## src/rtl/vram_arbiter_pkg.sv

```systemverilog
// +-----------------------------------------------------------------------------+
// | vram_arbiter_pkg : shared VRAM width and arbiter state encodings            |
// | rev 1.0                                                                     |
// +-----------------------------------------------------------------------------+
`default_nettype none

package vram_arbiter_pkg;

   localparam int VRAM_ADDR_WIDTH = 15;

   // State value names the operation presented on the mem_* port this cycle
   localparam logic [1:0] ST_IDLE  = 2'd0;
   localparam logic [1:0] ST_READ  = 2'd1;
   localparam logic [1:0] ST_WRITE = 2'd2;

endpackage

`default_nettype wire

```

## src/rtl/vram_arbiter_if.sv

```systemverilog
// +-----------------------------------------------------------------------------+
// | vram_arbiter_if : CPU write, GPU fetch and VRAM port bundle                 |
// | rev 1.0                                                                     |
// +-----------------------------------------------------------------------------+
`default_nettype none

interface vram_arbiter_if #(
   parameter int ADDR_W = vram_arbiter_pkg::VRAM_ADDR_WIDTH
);
   logic              cs;
   logic [ADDR_W-1:0] address;
   logic [7:0]        data;
   logic              cpu_full;
   logic              overflow;
   logic              visible;
   logic              gpu_req;
   logic [ADDR_W-1:0] gpu_addr;
   logic              gpu_gnt;
   logic [7:0]        gpu_rdata;
   logic              gpu_rvalid;
   logic [ADDR_W-1:0] mem_addr;
   logic [7:0]        mem_wdata;
   logic              mem_we;
   logic              mem_re;
   logic [7:0]        mem_rdata;

   modport slave (
      input  cs, address, data, visible, gpu_req, gpu_addr, mem_rdata,
      output cpu_full, overflow, gpu_gnt, gpu_rdata, gpu_rvalid,
             mem_addr, mem_wdata, mem_we, mem_re
   );

   modport master (
      output cs, address, data, visible, gpu_req, gpu_addr, mem_rdata,
      input  cpu_full, overflow, gpu_gnt, gpu_rdata, gpu_rvalid,
             mem_addr, mem_wdata, mem_we, mem_re
   );
endinterface

`default_nettype wire

```

## src/rtl/vram_write_fifo.sv

```systemverilog
// +-----------------------------------------------------------------------------+
// | vram_write_fifo : CPU write buffer, head visible combinationally            |
// | rev 1.0                                                                     |
// +-----------------------------------------------------------------------------+
`default_nettype none

module vram_write_fifo #(
   parameter int WIDTH = 8,
   parameter int DEPTH = 4
) (
   input  wire logic                   clk,
   input  wire logic                   rst,
   input  wire logic                   push,
   input  wire logic                   pop,
   input  wire logic [WIDTH-1:0]       din,
   output logic      [WIDTH-1:0]       dout,
   output logic                        full,
   output logic                        empty,
   output logic      [$clog2(DEPTH):0] count
);
   localparam int PTR_W = $clog2(DEPTH);

   logic [WIDTH-1:0] r_mem [DEPTH];
   logic [PTR_W-1:0] r_wr_ptr;
   logic [PTR_W-1:0] r_rd_ptr;
   logic [PTR_W:0]   r_count;
   logic             w_push;
   logic             w_pop;

   assign empty = (r_count == '0);
   assign full  = (r_count == (PTR_W+1)'(DEPTH));
   assign count = r_count;
   assign dout  = r_mem[r_rd_ptr];

   // A full buffer still accepts a push when the head leaves in the same cycle
   assign w_pop  = pop && !empty;
   assign w_push = push && (!full || w_pop);

   always_ff @(posedge clk or posedge rst) begin
      if (rst) begin
         r_wr_ptr <= '0;
         r_rd_ptr <= '0;
         r_count  <= '0;
      end else begin
         if (w_push) r_wr_ptr <= r_wr_ptr + PTR_W'(1);
         if (w_pop)  r_rd_ptr <= r_rd_ptr + PTR_W'(1);
         case ({w_push, w_pop})
            2'b10:   r_count <= r_count + (PTR_W+1)'(1);
            2'b01:   r_count <= r_count - (PTR_W+1)'(1);
            default: r_count <= r_count;
         endcase
      end
   end

   always_ff @(posedge clk) begin
      if (w_push) r_mem[r_wr_ptr] <= din;
   end

endmodule

`default_nettype wire

```

## src/rtl/vram_arbiter.sv

```systemverilog
// +-----------------------------------------------------------------------------+
// | vram_arbiter : single-port VRAM arbiter, buffered CPU writes vs GPU fetch   |
// | rev 1.0                                                                     |
// +-----------------------------------------------------------------------------+
`default_nettype none

module vram_arbiter
   import vram_arbiter_pkg::*;
#(
   parameter int ADDR_W     = VRAM_ADDR_WIDTH,
   parameter int FIFO_DEPTH = 4,
   parameter int MAX_WAIT   = 8
) (
   input  wire logic     clk,
   input  wire logic     rst,
   vram_arbiter_if.slave bus
);
   localparam int WAIT_W  = $clog2(MAX_WAIT + 1);
   localparam int ENTRY_W = ADDR_W + 8;
   localparam int CNT_W   = $clog2(FIFO_DEPTH) + 1;

   logic [1:0]        r_state;
   logic [1:0]        w_next_state;
   logic [WAIT_W-1:0] r_wait_cnt;
   logic [ADDR_W-1:0] r_mem_addr;
   logic [7:0]        r_mem_wdata;
   logic              r_rvalid;
   logic              r_overflow;

   logic [ENTRY_W-1:0] w_head;
   logic [CNT_W-1:0]   w_count;
   logic               w_full;
   logic               w_empty;
   logic               w_push;
   logic               w_wait_max;
   logic               w_sel_write;
   logic               w_sel_read;

   vram_write_fifo #(
      .WIDTH (ENTRY_W),
      .DEPTH (FIFO_DEPTH)
   ) u_fifo (
      .clk   (clk),
      .rst   (rst),
      .push  (w_push),
      .pop   (w_sel_write),
      .din   ({bus.address, bus.data}),
      .dout  (w_head),
      .full  (w_full),
      .empty (w_empty),
      .count (w_count)
   );

   // During active display the GPU owns the port until the CPU has starved MAX_WAIT cycles
   assign w_wait_max  = (r_wait_cnt == WAIT_W'(MAX_WAIT));
   assign w_sel_write = !w_empty && (!bus.visible || w_wait_max);
   assign w_sel_read  = !w_sel_write && bus.gpu_req;
   assign w_push      = bus.cs && (!w_full || w_sel_write);

   always_comb begin
      w_next_state = ST_IDLE;
      if (w_sel_write)     w_next_state = ST_WRITE;
      else if (w_sel_read) w_next_state = ST_READ;
   end

   always_ff @(posedge clk or posedge rst) begin
      if (rst) begin
         r_state     <= ST_IDLE;
         r_wait_cnt  <= '0;
         r_mem_addr  <= '0;
         r_mem_wdata <= '0;
         r_rvalid    <= 1'b0;
         r_overflow  <= 1'b0;
      end else begin
         r_state  <= w_next_state;
         r_rvalid <= (r_state == ST_READ);

         if (w_sel_write) begin
            r_mem_addr  <= w_head[ENTRY_W-1:8];
            r_mem_wdata <= w_head[7:0];
         end else if (w_sel_read) begin
            r_mem_addr  <= bus.gpu_addr;
         end

         if (w_empty || w_sel_write) r_wait_cnt <= '0;
         else if (!w_wait_max)       r_wait_cnt <= r_wait_cnt + WAIT_W'(1);

         if (bus.cs && w_full && !w_sel_write) r_overflow <= 1'b1;
      end
   end

   assign bus.gpu_gnt    = w_sel_read && !rst;
   assign bus.mem_we     = (r_state == ST_WRITE);
   assign bus.mem_re     = (r_state == ST_READ);
   assign bus.mem_addr   = r_mem_addr;
   assign bus.mem_wdata  = r_mem_wdata;
   assign bus.gpu_rvalid = r_rvalid;
   assign bus.gpu_rdata  = bus.mem_rdata;
   assign bus.cpu_full   = (w_count == CNT_W'(FIFO_DEPTH));
   assign bus.overflow   = r_overflow;

endmodule

`default_nettype wire

```

## src/flat_wrapper.sv

```systemverilog
// flat-port wrapper written by rule: the top's interface ports become plain ports
module vram_arbiter_flat import vram_arbiter_pkg::*;
#(
   parameter int ADDR_W     = VRAM_ADDR_WIDTH,
   parameter int FIFO_DEPTH = 4,
   parameter int MAX_WAIT   = 8
)
  (clk, rst, bus_cs, bus_address, bus_data, bus_visible, bus_gpu_req, bus_gpu_addr, bus_mem_rdata, bus_cpu_full, bus_overflow, bus_gpu_gnt, bus_gpu_rdata, bus_gpu_rvalid, bus_mem_addr, bus_mem_wdata, bus_mem_we, bus_mem_re);
  vram_arbiter_if #(.ADDR_W(ADDR_W)) bus_i ();
  input  wire logic clk;
  input  wire logic rst;
  input wire logic [$bits(bus_i.cs)-1:0] bus_cs;
  input wire logic [$bits(bus_i.address)-1:0] bus_address;
  input wire logic [$bits(bus_i.data)-1:0] bus_data;
  input wire logic [$bits(bus_i.visible)-1:0] bus_visible;
  input wire logic [$bits(bus_i.gpu_req)-1:0] bus_gpu_req;
  input wire logic [$bits(bus_i.gpu_addr)-1:0] bus_gpu_addr;
  input wire logic [$bits(bus_i.mem_rdata)-1:0] bus_mem_rdata;
  output wire logic [$bits(bus_i.cpu_full)-1:0] bus_cpu_full;
  output wire logic [$bits(bus_i.overflow)-1:0] bus_overflow;
  output wire logic [$bits(bus_i.gpu_gnt)-1:0] bus_gpu_gnt;
  output wire logic [$bits(bus_i.gpu_rdata)-1:0] bus_gpu_rdata;
  output wire logic [$bits(bus_i.gpu_rvalid)-1:0] bus_gpu_rvalid;
  output wire logic [$bits(bus_i.mem_addr)-1:0] bus_mem_addr;
  output wire logic [$bits(bus_i.mem_wdata)-1:0] bus_mem_wdata;
  output wire logic [$bits(bus_i.mem_we)-1:0] bus_mem_we;
  output wire logic [$bits(bus_i.mem_re)-1:0] bus_mem_re;
  assign bus_i.cs = bus_cs;
  assign bus_i.address = bus_address;
  assign bus_i.data = bus_data;
  assign bus_i.visible = bus_visible;
  assign bus_i.gpu_req = bus_gpu_req;
  assign bus_i.gpu_addr = bus_gpu_addr;
  assign bus_i.mem_rdata = bus_mem_rdata;
  assign bus_cpu_full = bus_i.cpu_full;
  assign bus_overflow = bus_i.overflow;
  assign bus_gpu_gnt = bus_i.gpu_gnt;
  assign bus_gpu_rdata = bus_i.gpu_rdata;
  assign bus_gpu_rvalid = bus_i.gpu_rvalid;
  assign bus_mem_addr = bus_i.mem_addr;
  assign bus_mem_wdata = bus_i.mem_wdata;
  assign bus_mem_we = bus_i.mem_we;
  assign bus_mem_re = bus_i.mem_re;
  vram_arbiter #(.ADDR_W(ADDR_W), .FIFO_DEPTH(FIFO_DEPTH), .MAX_WAIT(MAX_WAIT)) u_core (.clk(clk), .rst(rst), .bus(bus_i));
endmodule
```

## config.mk

```make
export PLATFORM = sky130hd
export DESIGN_NAME = vram_arbiter_flat
export DESIGN_NICKNAME = d
export VERILOG_FILES = /design/src/rtl/vram_arbiter_pkg.sv /design/src/rtl/vram_arbiter_if.sv /design/src/rtl/vram_write_fifo.sv /design/src/rtl/vram_arbiter.sv /design/src/flat_wrapper.sv
export SDC_FILE = /design/constraint.sdc
export NUM_CORES = 1
export LEC_CHECK = 0
export ABC_AREA = 1
export CORE_ASPECT_RATIO = 0.6
export CORE_UTILIZATION = 30
export DETAILED_ROUTE_END_ITERATION = 7
export PLACE_DENSITY = 0.59
export RECOVER_POWER = 25
export SYNTH_ARGS = -nofsm -noshare
export SYNTH_HDL_FRONTEND = slang
export SYNTH_SLANG_ARGS = --single-unit
```

## constraint.sdc

```tcl
create_clock -name clk -period 5.1 [get_ports clk]
set_clock_uncertainty 0.1 [all_clocks]
set_input_delay 1.02 -clock clk [delete_from_list [all_inputs] [get_ports clk]]
set_output_delay 1.02 -clock clk [all_outputs]
set_load 0.02 [all_outputs]
```

==> qor.txt, run 1 <==
CP Data Required Time: 3980 ps
RSZ-0062 raised after global routing: no
largest net degree at the start of global routing: 49
Netlist cell types: 24
1st-iter DRT viols: 336
FF-to-FF Start: u_core.r_wait_cnt[0]$_DFFE_PP0P_
Die W: 176 um
Reg clk slew, reported paths: 60 ps
Hold Path Depth: 1
worst skew pair latency: 420 ps
Final Hold Violating Endpoints: 0
r2r endpoint: u_core.u_fifo.count[2]$_DFFE_PP0P_
clock buffer depth: 2
Post-Syn Area: 5470 um^2
worst slew pin tran: 810 ps
initial antenna violation count: 1
crit path to: bus_gpu_gnt
syn avg cell area: 10.7 um^2
Gate Count Post-Synth: 509
async set or reset register ratio after synthesis: 29.2%
FF-to-FF path depth: 12
GRT Overall Usage: 14.7%
WL/cell: 15.8 um
Final Critical Period: 4050 ps
Max Slew Vio Count: 0
total CTS buffers: 17
final setup vio count: 0
clk sinks: 130
vias in the first global route: 3534
Synth Flop Type: edfxtp_1
# port buffers: 71
DRC Markers: 0
die area: 18800 um^2
Hold Path Class: reg2reg
CTS tree: yes
EDFF count, synth: 92
first-pass GRT wire length: 20200 um
# resized after CTS: 0
overall power: 4.27 mW
Vias: 3681
worst IR drop on VDD: 214 uV
Pwr Density: 612 nW/um^2
CP Launch Type: primary input
DP HPWL: 8330 um
Leakage: 2.85 nW
Max Clk Rate: 247 MHz
synth top area cells: edfxtp_1, dfrtp_1, nand2_1
crit path DAT: 2930 ps
core area: 17500 um^2
post-CTS setup buffers: 0
CTS Hold Bufs: 0
synthesis-to-finish area growth: 27.6%
Place WS: 1040 ps
flop2flop setup slack: 2330 ps
net count after synthesis: 568
Max-cap violations: 0
post-synth top area share: 50.5%
Top-Level Pins: 88
setup TNS: 0 ps
FF+latch count, synth: 130
GP Congestion: 0.806
Crit. Startpoint: bus_visible
Slew headroom: 45.9%
Placed Instance Area: 6320 um^2
cell count after placement: 790
Routed WL: 13000 um
post-route setup slack: 1050 ps
Layout Nets: 634
Worst Setup Path Type: in2out
die height: 107 um
Critical Path Fanout Max: 42
Antenna Violating Nets Remaining: 0
Overflow after GRT: 0
DR vias/cell: 4.47
htree depth: 4
outcome: completed
Seq/Total Area, Yosys: 67.9%
1st-pass router iterations: 4
fin area: 6980 um^2
cell taking the most area after synthesis: edfxtp_1
crit end category: output port
Yosys Warn Count: 0
site row count: 37
Initial Util: 31.3%
Final period util: 79.5%
Non-Filler Instances: 823
share of layout cells above drive strength 1: 10.2%
root buffer cell: clkbuf_16
fill count: 1611
[layout by cell type, fill, tap and decap left out]
cell and n:
o21ai_1 9, nand3_2 1, inv_2 9, xnor2_1 2, edfxtp_1 92, clkdlybuf4s50_1 52, nor2_1 39, a21oi_1 1
o21bai_1 1, fa_1 1, nand2_2 2, inv_1 13, nand3_1 50, o21ai_0 10, nor2_2 4, clkinv_2 2
xor2_1 3, ha_1 7, clkbuf_16 17, nand2_4 1, dlygate4sd3_1 19, nand2_1 191, buf_4 8, inv_4 1
inv_6 4, dfrtp_1 38, diode_2 1, nor3_2 2, clkinv_4 4, bufinv_16 5
[per-layer routing]
layer	track usage [%]	routed length [um]	vias to the layer above	share of wire, %
li1	-	-	1801	-
met1	21.6	6500	1731	50
met2	20.8	5380	137	41
met3	4.58	1030	12	7.9
met4	3.73	78	0	0.60
met5	0	0	-	0
[logic make-up (layout without fill, tap and decap cells)]
logic type               Yosys count  count (layout)  synth area share (%)
flip-flops                       130             130                  67.9
XOR/XNOR                           5               5                 0.801
AND/OR/NAND/NOR                  290             290                  21.6
AO/OA/AOI/OAI                     21              21                  1.97
other                              0               1                     0
adder cells (fa/ha/maj)            8               8                  1.97
buffers and inverters             55             134                  5.68
[worst min-delay path by stage]
stage                                           startpoint                          endpoint  slack [ps]
after floorplan           u_core.r_wait_cnt[0]$_DFFE_PP0P_  u_core.r_wait_cnt[0]$_DFFE_PP0P_         350
after global placement         u_core.r_state[1]$_DFF_PP0_   u_core.bus.gpu_rvalid$_DFF_PP0_         330
after detailed placement       u_core.r_state[1]$_DFF_PP0_   u_core.bus.gpu_rvalid$_DFF_PP0_         330
after CTS                      u_core.r_state[1]$_DFF_PP0_   u_core.bus.gpu_rvalid$_DFF_PP0_         340
after global routing           u_core.r_state[1]$_DFF_PP0_   u_core.bus.gpu_rvalid$_DFF_PP0_         380
final                          u_core.r_state[1]$_DFF_PP0_   u_core.bus.gpu_rvalid$_DFF_PP0_         340
[power by group]
group,internal [mW],switching [mW]
clock network,0.874,0.455
registers,1.42,0.127
logic,0.476,0.923
[final cells by class]
cell class | instances | area, um^2 | area share (%)
diodes | 1 | 2.50 | 0.0359
clock buffers | 17 | 425 | 6.10
clock inverters | 15 | 230 | 3.30
inverters | 23 | 88.8 | 1.27
multi-input cells | 324 | 1450 | 20.8
flip-flops and latches | 130 | 3710 | 53.2
well taps | 234 | 293 | 4.20
repair buffers | 79 | 771 | 11.0
[worst max-delay path: stages]
cell             delay (ps)
clkdlybuf4s50_1         480
nand2_2                  90
nand2_4                 350
inv_4                   220
nor3_2                  150
clkdlybuf4s50_1         620
[per-stage QoR]
| step | util [%] | hold slack (ps) |
|---|---|---|
| final | 40.0 | 341 |
| after detailed placement | 36.2 | 330 |
| after global placement | 36.2 | 327 |
| after global routing | 40.0 | 383 |
| after CTS | 40.0 | 339 |
| after floorplan | - | 352 |
[synthesized netlist by cell type (all sizes together), types with 3 or more instances]
master / count
buf: 29
clkbuf: 3
dfrtp: 38
edfxtp: 92
ha: 7
inv: 23
nand2: 194
nand3: 51
nor2: 43
o21ai: 19
xor2: 3
[flip-flops by register name, summed over array words and instances (netlist names)]
name                    flops
u_core.u_fifo.r_mem        92
u_core.bus.mem_addr        15
u_core.bus.mem_wdata        8
u_core.r_wait_cnt           4
u_core.u_fifo.count         3
u_core.r_state              2
u_core.u_fifo.r_rd_ptr      2
u_core.u_fifo.r_wr_ptr      2
u_core.bus.gpu_rvalid       1
u_core.bus.overflow         1
Note: power is estimated with default switching activity, not from simulation.
==> run 2: changes to the inputs <==
- clock period: 5.1 -> 4 ns (I/O delays scaled with it)
==> run 2 against run 1 <==
Compared with the run above:
- clock-buffer cell count up 1
- worst setup slack worse by 220 ps
- critical path depth unchanged
- critical path type unchanged
- critical endpoint unchanged
- highest routed layer unchanged
==> qor.txt, run 2 (synthesized netlist as in run 1, its figures left out) <==
Place WS: 808 ps
die height: 107 um
vias in the first global route: 3594
RSZ-0062 raised after global routing: no
fin area: 6870 um^2
htree depth: 4
Vias: 3688
Final period util: 79.4%
Final Critical Period: 3180 ps
crit end category: output port
CP Data Required Time: 3100 ps
post-CTS setup buffers: 0
worst IR drop on VDD: 327 uV
cell count after placement: 791
flop2flop setup slack: 1530 ps
crit path DAT: 2280 ps
Critical Path Fanout Max: 28
Final Hold Violating Endpoints: 0
clock buffer depth: 2
DP HPWL: 8160 um
Max Clk Rate: 315 MHz
Hold Path Class: reg2reg
final core occ: 39.4%
WL/cell: 15.4 um
Most flops, register: u_core.u_fifo.r_mem
FF-to-FF path depth: 13
Fin Hold WS: 342 ps
worst skew pair latency: 400 ps
Slew headroom: 44.8%
CP peak stage delay: 620 ps
synthesis-to-finish area growth: 25.8%
site row count: 37
Overflow after GRT: 0
initial antenna violation count: 0
GRT Overall Usage: 14.4%
Routed WL: 12600 um
CTS Hold Bufs: 0
Antenna Violating Nets Remaining: 0
Max Slew Vio Count: 0
overall power: 5.17 mW
Leakage: 2.80 nW
worst slew pin tran: 827 ps
root buffer cell: clkbuf_16
post-route setup slack: 823 ps
DRC Markers: 0
r2r endpoint: u_core.u_fifo.count[2]$_DFFE_PP0P_
1st-iter DRT viols: 367
CP Launch Type: primary input
Slowest cell on crit path: clkdlybuf4s50_1
setup TNS: 0 ps
total CTS buffers: 17
hold path start: u_core.r_state[1]$_DFF_PP0_
Reg clk slew, reported paths: 50 ps
Max-cap violations: 0
Non-Filler Instances: 821
Crit. Startpoint: bus_visible
CTS tree: yes
Layout Nets: 635
diodes inserted: 0
first-pass GRT wire length: 20000 um
share of layout cells above drive strength 1: 9.71%
Top-Level Pins: 88
# port buffers: 71
cells along the critical path: clkdlybuf4s50_1, nand2_2, nand2_4, inv_4, nor3_2, clkdlybuf4s50_1
final setup vio count: 0
Placed Instance Area: 6320 um^2
Initial Util: 31.3%
1st-pass router iterations: 5
core area: 17500 um^2
# resized after CTS: 0
outcome: completed
largest net degree at the start of global routing: 49
clk sinks: 130
Die W: 176 um
Worst Hold End: u_core.bus.gpu_rvalid$_DFF_PP0_
Hold Path Depth: 1
die area: 18800 um^2
DR vias/cell: 4.49
GP Congestion: 0.817
most frequent cells in the layout: nand2_1, edfxtp_1, clkdlybuf4s50_1
Pwr Density: 752 nW/um^2
max reg flops: 92
commonest non-fill, non-tap cell in the layout: nand2_1
FF-to-FF Start: u_core.r_wait_cnt[0]$_DFFE_PP0P_
Worst Setup Path Type: in2out
critical path's most frequent cell: clkdlybuf4s50_1
[run 2: worst max-delay path by stage]
stage	to	slack, ps	cells after the start
global placement	bus_gpu_gnt	810	6
detailed placement	bus_gpu_gnt	810	6
global route	bus_gpu_gnt	760	6
finish	bus_gpu_gnt	820	6
floorplan	u_core.u_fifo.r_mem[0][0]$_DFFE_PP_	1390	5
CTS	bus_gpu_gnt	800	6
[run 2: layer usage]
layer,GRT usage [%],wire length [um],vias up
met1,21.7,6490,1752
met4,4.16,88,0
met2,19.6,5160,129
met5,0,0,-
met3,4.18,887,12
li1,-,-,1795
[run 2: layout make-up]
| class | instances | area, um^2 |
|---|---|---|
| clock buffer | 18 | 429 |
| clock inverter | 12 | 119 |
| fill | 1693 | 10600 |
| inverter | 23 | 88.8 |
| multi-input combinational | 324 | 1450 |
| sequential | 130 | 3710 |
| tap | 234 | 293 |
| timing repair buffer | 80 | 778 |
[run 2: worst max-delay path, delay by kind of cell]
| family | cells | cell delay [ps] |
|---|---|---|
| AND/OR/NAND/NOR | 3 | 270 |
| buffers and inverters | 3 | 1200 |
[run 2: power by group]
group          total [mW]  switching [mW]  internal [mW]
Combinational        1.78            1.16          0.612
Clock                1.43           0.534          0.899
Sequential           1.96           0.150           1.81
==> run 3: changes to the inputs <==
- clock period: 4 -> 3.3 ns (I/O delays scaled with it)
==> run 3 against run 2 <==
Compared with the run above:
- clock-buffer cell count is the same
- core utilization increased by 0.69 points
- worst hold slack improved by 3.8 ps
- critical path type is now reg2out
- largest cell class unchanged
- largest power group unchanged
- highest routed layer is now met5
==> qor.txt, run 3 (synthesized netlist as in run 1, its figures left out) <==
Layout Nets: 637
setup TNS: 0 ps
Critical path buffers and inverters: 3
WL/cell: 15.1 um
fin area: 6990 um^2
clk sinks: 130
P_int: 4.28 mW
final core occ: 40.1%
Slew headroom: 45.5%
Placed Instance Area: 6350 um^2
Slowest cell on crit path: clkdlybuf4s50_1
CTS Hold Bufs: 0
post-CTS setup buffers: 0
fill count: 1638
final setup vio count: 0
diodes inserted: 0
DRC Markers: 0
Worst Setup Path Type: reg2out
Max Slew Vio Count: 0
Hold Path Class: reg2reg
GRT Overall Usage: 14.4%
Crit. Startpoint: u_core.r_wait_cnt[0]$_DFFE_PP0P_
Critical Path Fanout Max: 4
Final Critical Period: 2800 ps
worst IR drop on VDD: 423 uV
Final period util: 84.8%
Psw: 2.22 mW
Antenna Violating Nets Remaining: 0
total CTS buffers: 17
Seq pwr share: 36.5%
first-pass GRT wire length: 20100 um
post-route setup slack: 500 ps
worst slew pin tran: 816 ps
core area: 17500 um^2
# resized after CTS: 0
Vias: 3633
cells along the critical path: inv_1, ha_1, nand3_1, nand2_2, nand2_4, inv_4, nor3_2, clkdlybuf4s50_1
initial antenna violation count: 1
GP Congestion: 0.773
Max-cap violations: 0
vias in the first global route: 3675
part of the power in the clock network: 30.9%
Top-Level Pins: 88
1st-iter DRT viols: 248
# port buffers: 71
CP Launch Type: register
Leakage: 2.85 nW
Max Clk Rate: 357 MHz
most frequent cells in the layout: nand2_1, edfxtp_1, clkdlybuf4s50_1
Net Sw Frac: 34.1%
Comb pwr share: 32.6%
delay-heaviest family, CP: buffers and inverters
Die W: 176 um
Routed WL: 12400 um
CP peak stage delay: 620 ps
largest net degree at the start of global routing: 49
die area: 18800 um^2
DP HPWL: 7950 um
Pwr Density: 928 nW/um^2
crit path DAT: 2040 ps
CTS tree: yes
hold path start: u_core.r_state[1]$_DFF_PP0_
CP Data Required Time: 2540 ps
RSZ-0062 raised after global routing: no
die height: 107 um
Non-Filler Instances: 825
Reg clk slew, reported paths: 60 ps
Most flops, register: u_core.u_fifo.r_mem
FF-to-FF Start: u_core.r_wait_cnt[0]$_DFFE_PP0P_
site row count: 37
cell count after placement: 793
share of layout cells above drive strength 1: 10.2%
Overflow after GRT: 0
root buffer cell: clkbuf_16
htree depth: 4
Final Hold Violating Endpoints: 0
clock buffer depth: 2
Place WS: 354 ps
DR vias/cell: 4.40
outcome: completed
commonest non-fill, non-tap cell in the layout: nand2_1
synthesis-to-finish area growth: 28.0%
crit end category: output port
1st-pass router iterations: 5
worst skew pair latency: 410 ps
max reg flops: 92
Initial Util: 31.3%
## run 3: cell types whose count changed in the layout (fill, tap and decap cells not counted), sizes merged
cell,previous run,this run
buf,9,11
bufinv,2,5
clkinv,6,5
clkinvlp,4,3
inv,23,24
## run 3: power by group through the flow
stage	clock network (mW)	registers [mW]	logic [mW]
final	2.01	2.37	2.12
after global routing	2.12	2.41	2.39
after CTS	2.05	2.37	2.16
after detailed placement	0	2.40	2.14
after global placement	0	2.38	2.11
after floorplan	0	2.55	1.22
## run 3: per-stage QoR
stage / power (mW) / hold slack, ps
after floorplan: 3.77 / 352
after global placement: 4.49 / 322
after detailed placement: 4.54 / 342
after CTS: 6.58 / 353
after global routing: 6.91 / 385
final: 6.49 / 346
## run 3: path summary, 6_finish.rpt
check / to / cells after the start / slack [ps]
worst max register to register: u_core.u_fifo.count[2]$_DFFE_PP0P_ / 13 / 760
worst min-delay path: u_core.bus.gpu_rvalid$_DFF_PP0_ / 1 / 350
worst max-delay path: bus_gpu_gnt / 8 / 500
max in group asynchronous: u_core.u_fifo.r_rd_ptr[0]$_DFFE_PP0P_ / 3 / 2100
worst min register to register: u_core.bus.gpu_rvalid$_DFF_PP0_ / 1 / 350
min in group asynchronous: u_core.r_state[0]$_DFF_PP0_ / 3 / 640
## run 3: layer usage
layer / up-vias / GRT usage (%) / wire length (um)
li1: 1805 / - / -
met1: 1700 / 20.4 / 6250
met2: 109 / 20.2 / 5110
met3: 17 / 4.83 / 917
met4: 2 / 5.34 / 143
met5: - / 0 / 10
## run 3: layout make-up
class	instances	area (um^2)	share of cell area [%]
well taps	234	293	4.19
clock buffers	18	429	6.14
flip-flops and latches	130	3710	53.1
clock inverters	14	211	3.02
repair buffers	82	806	11.5
inverters	23	88.8	1.27
multi-input cells	324	1450	20.8
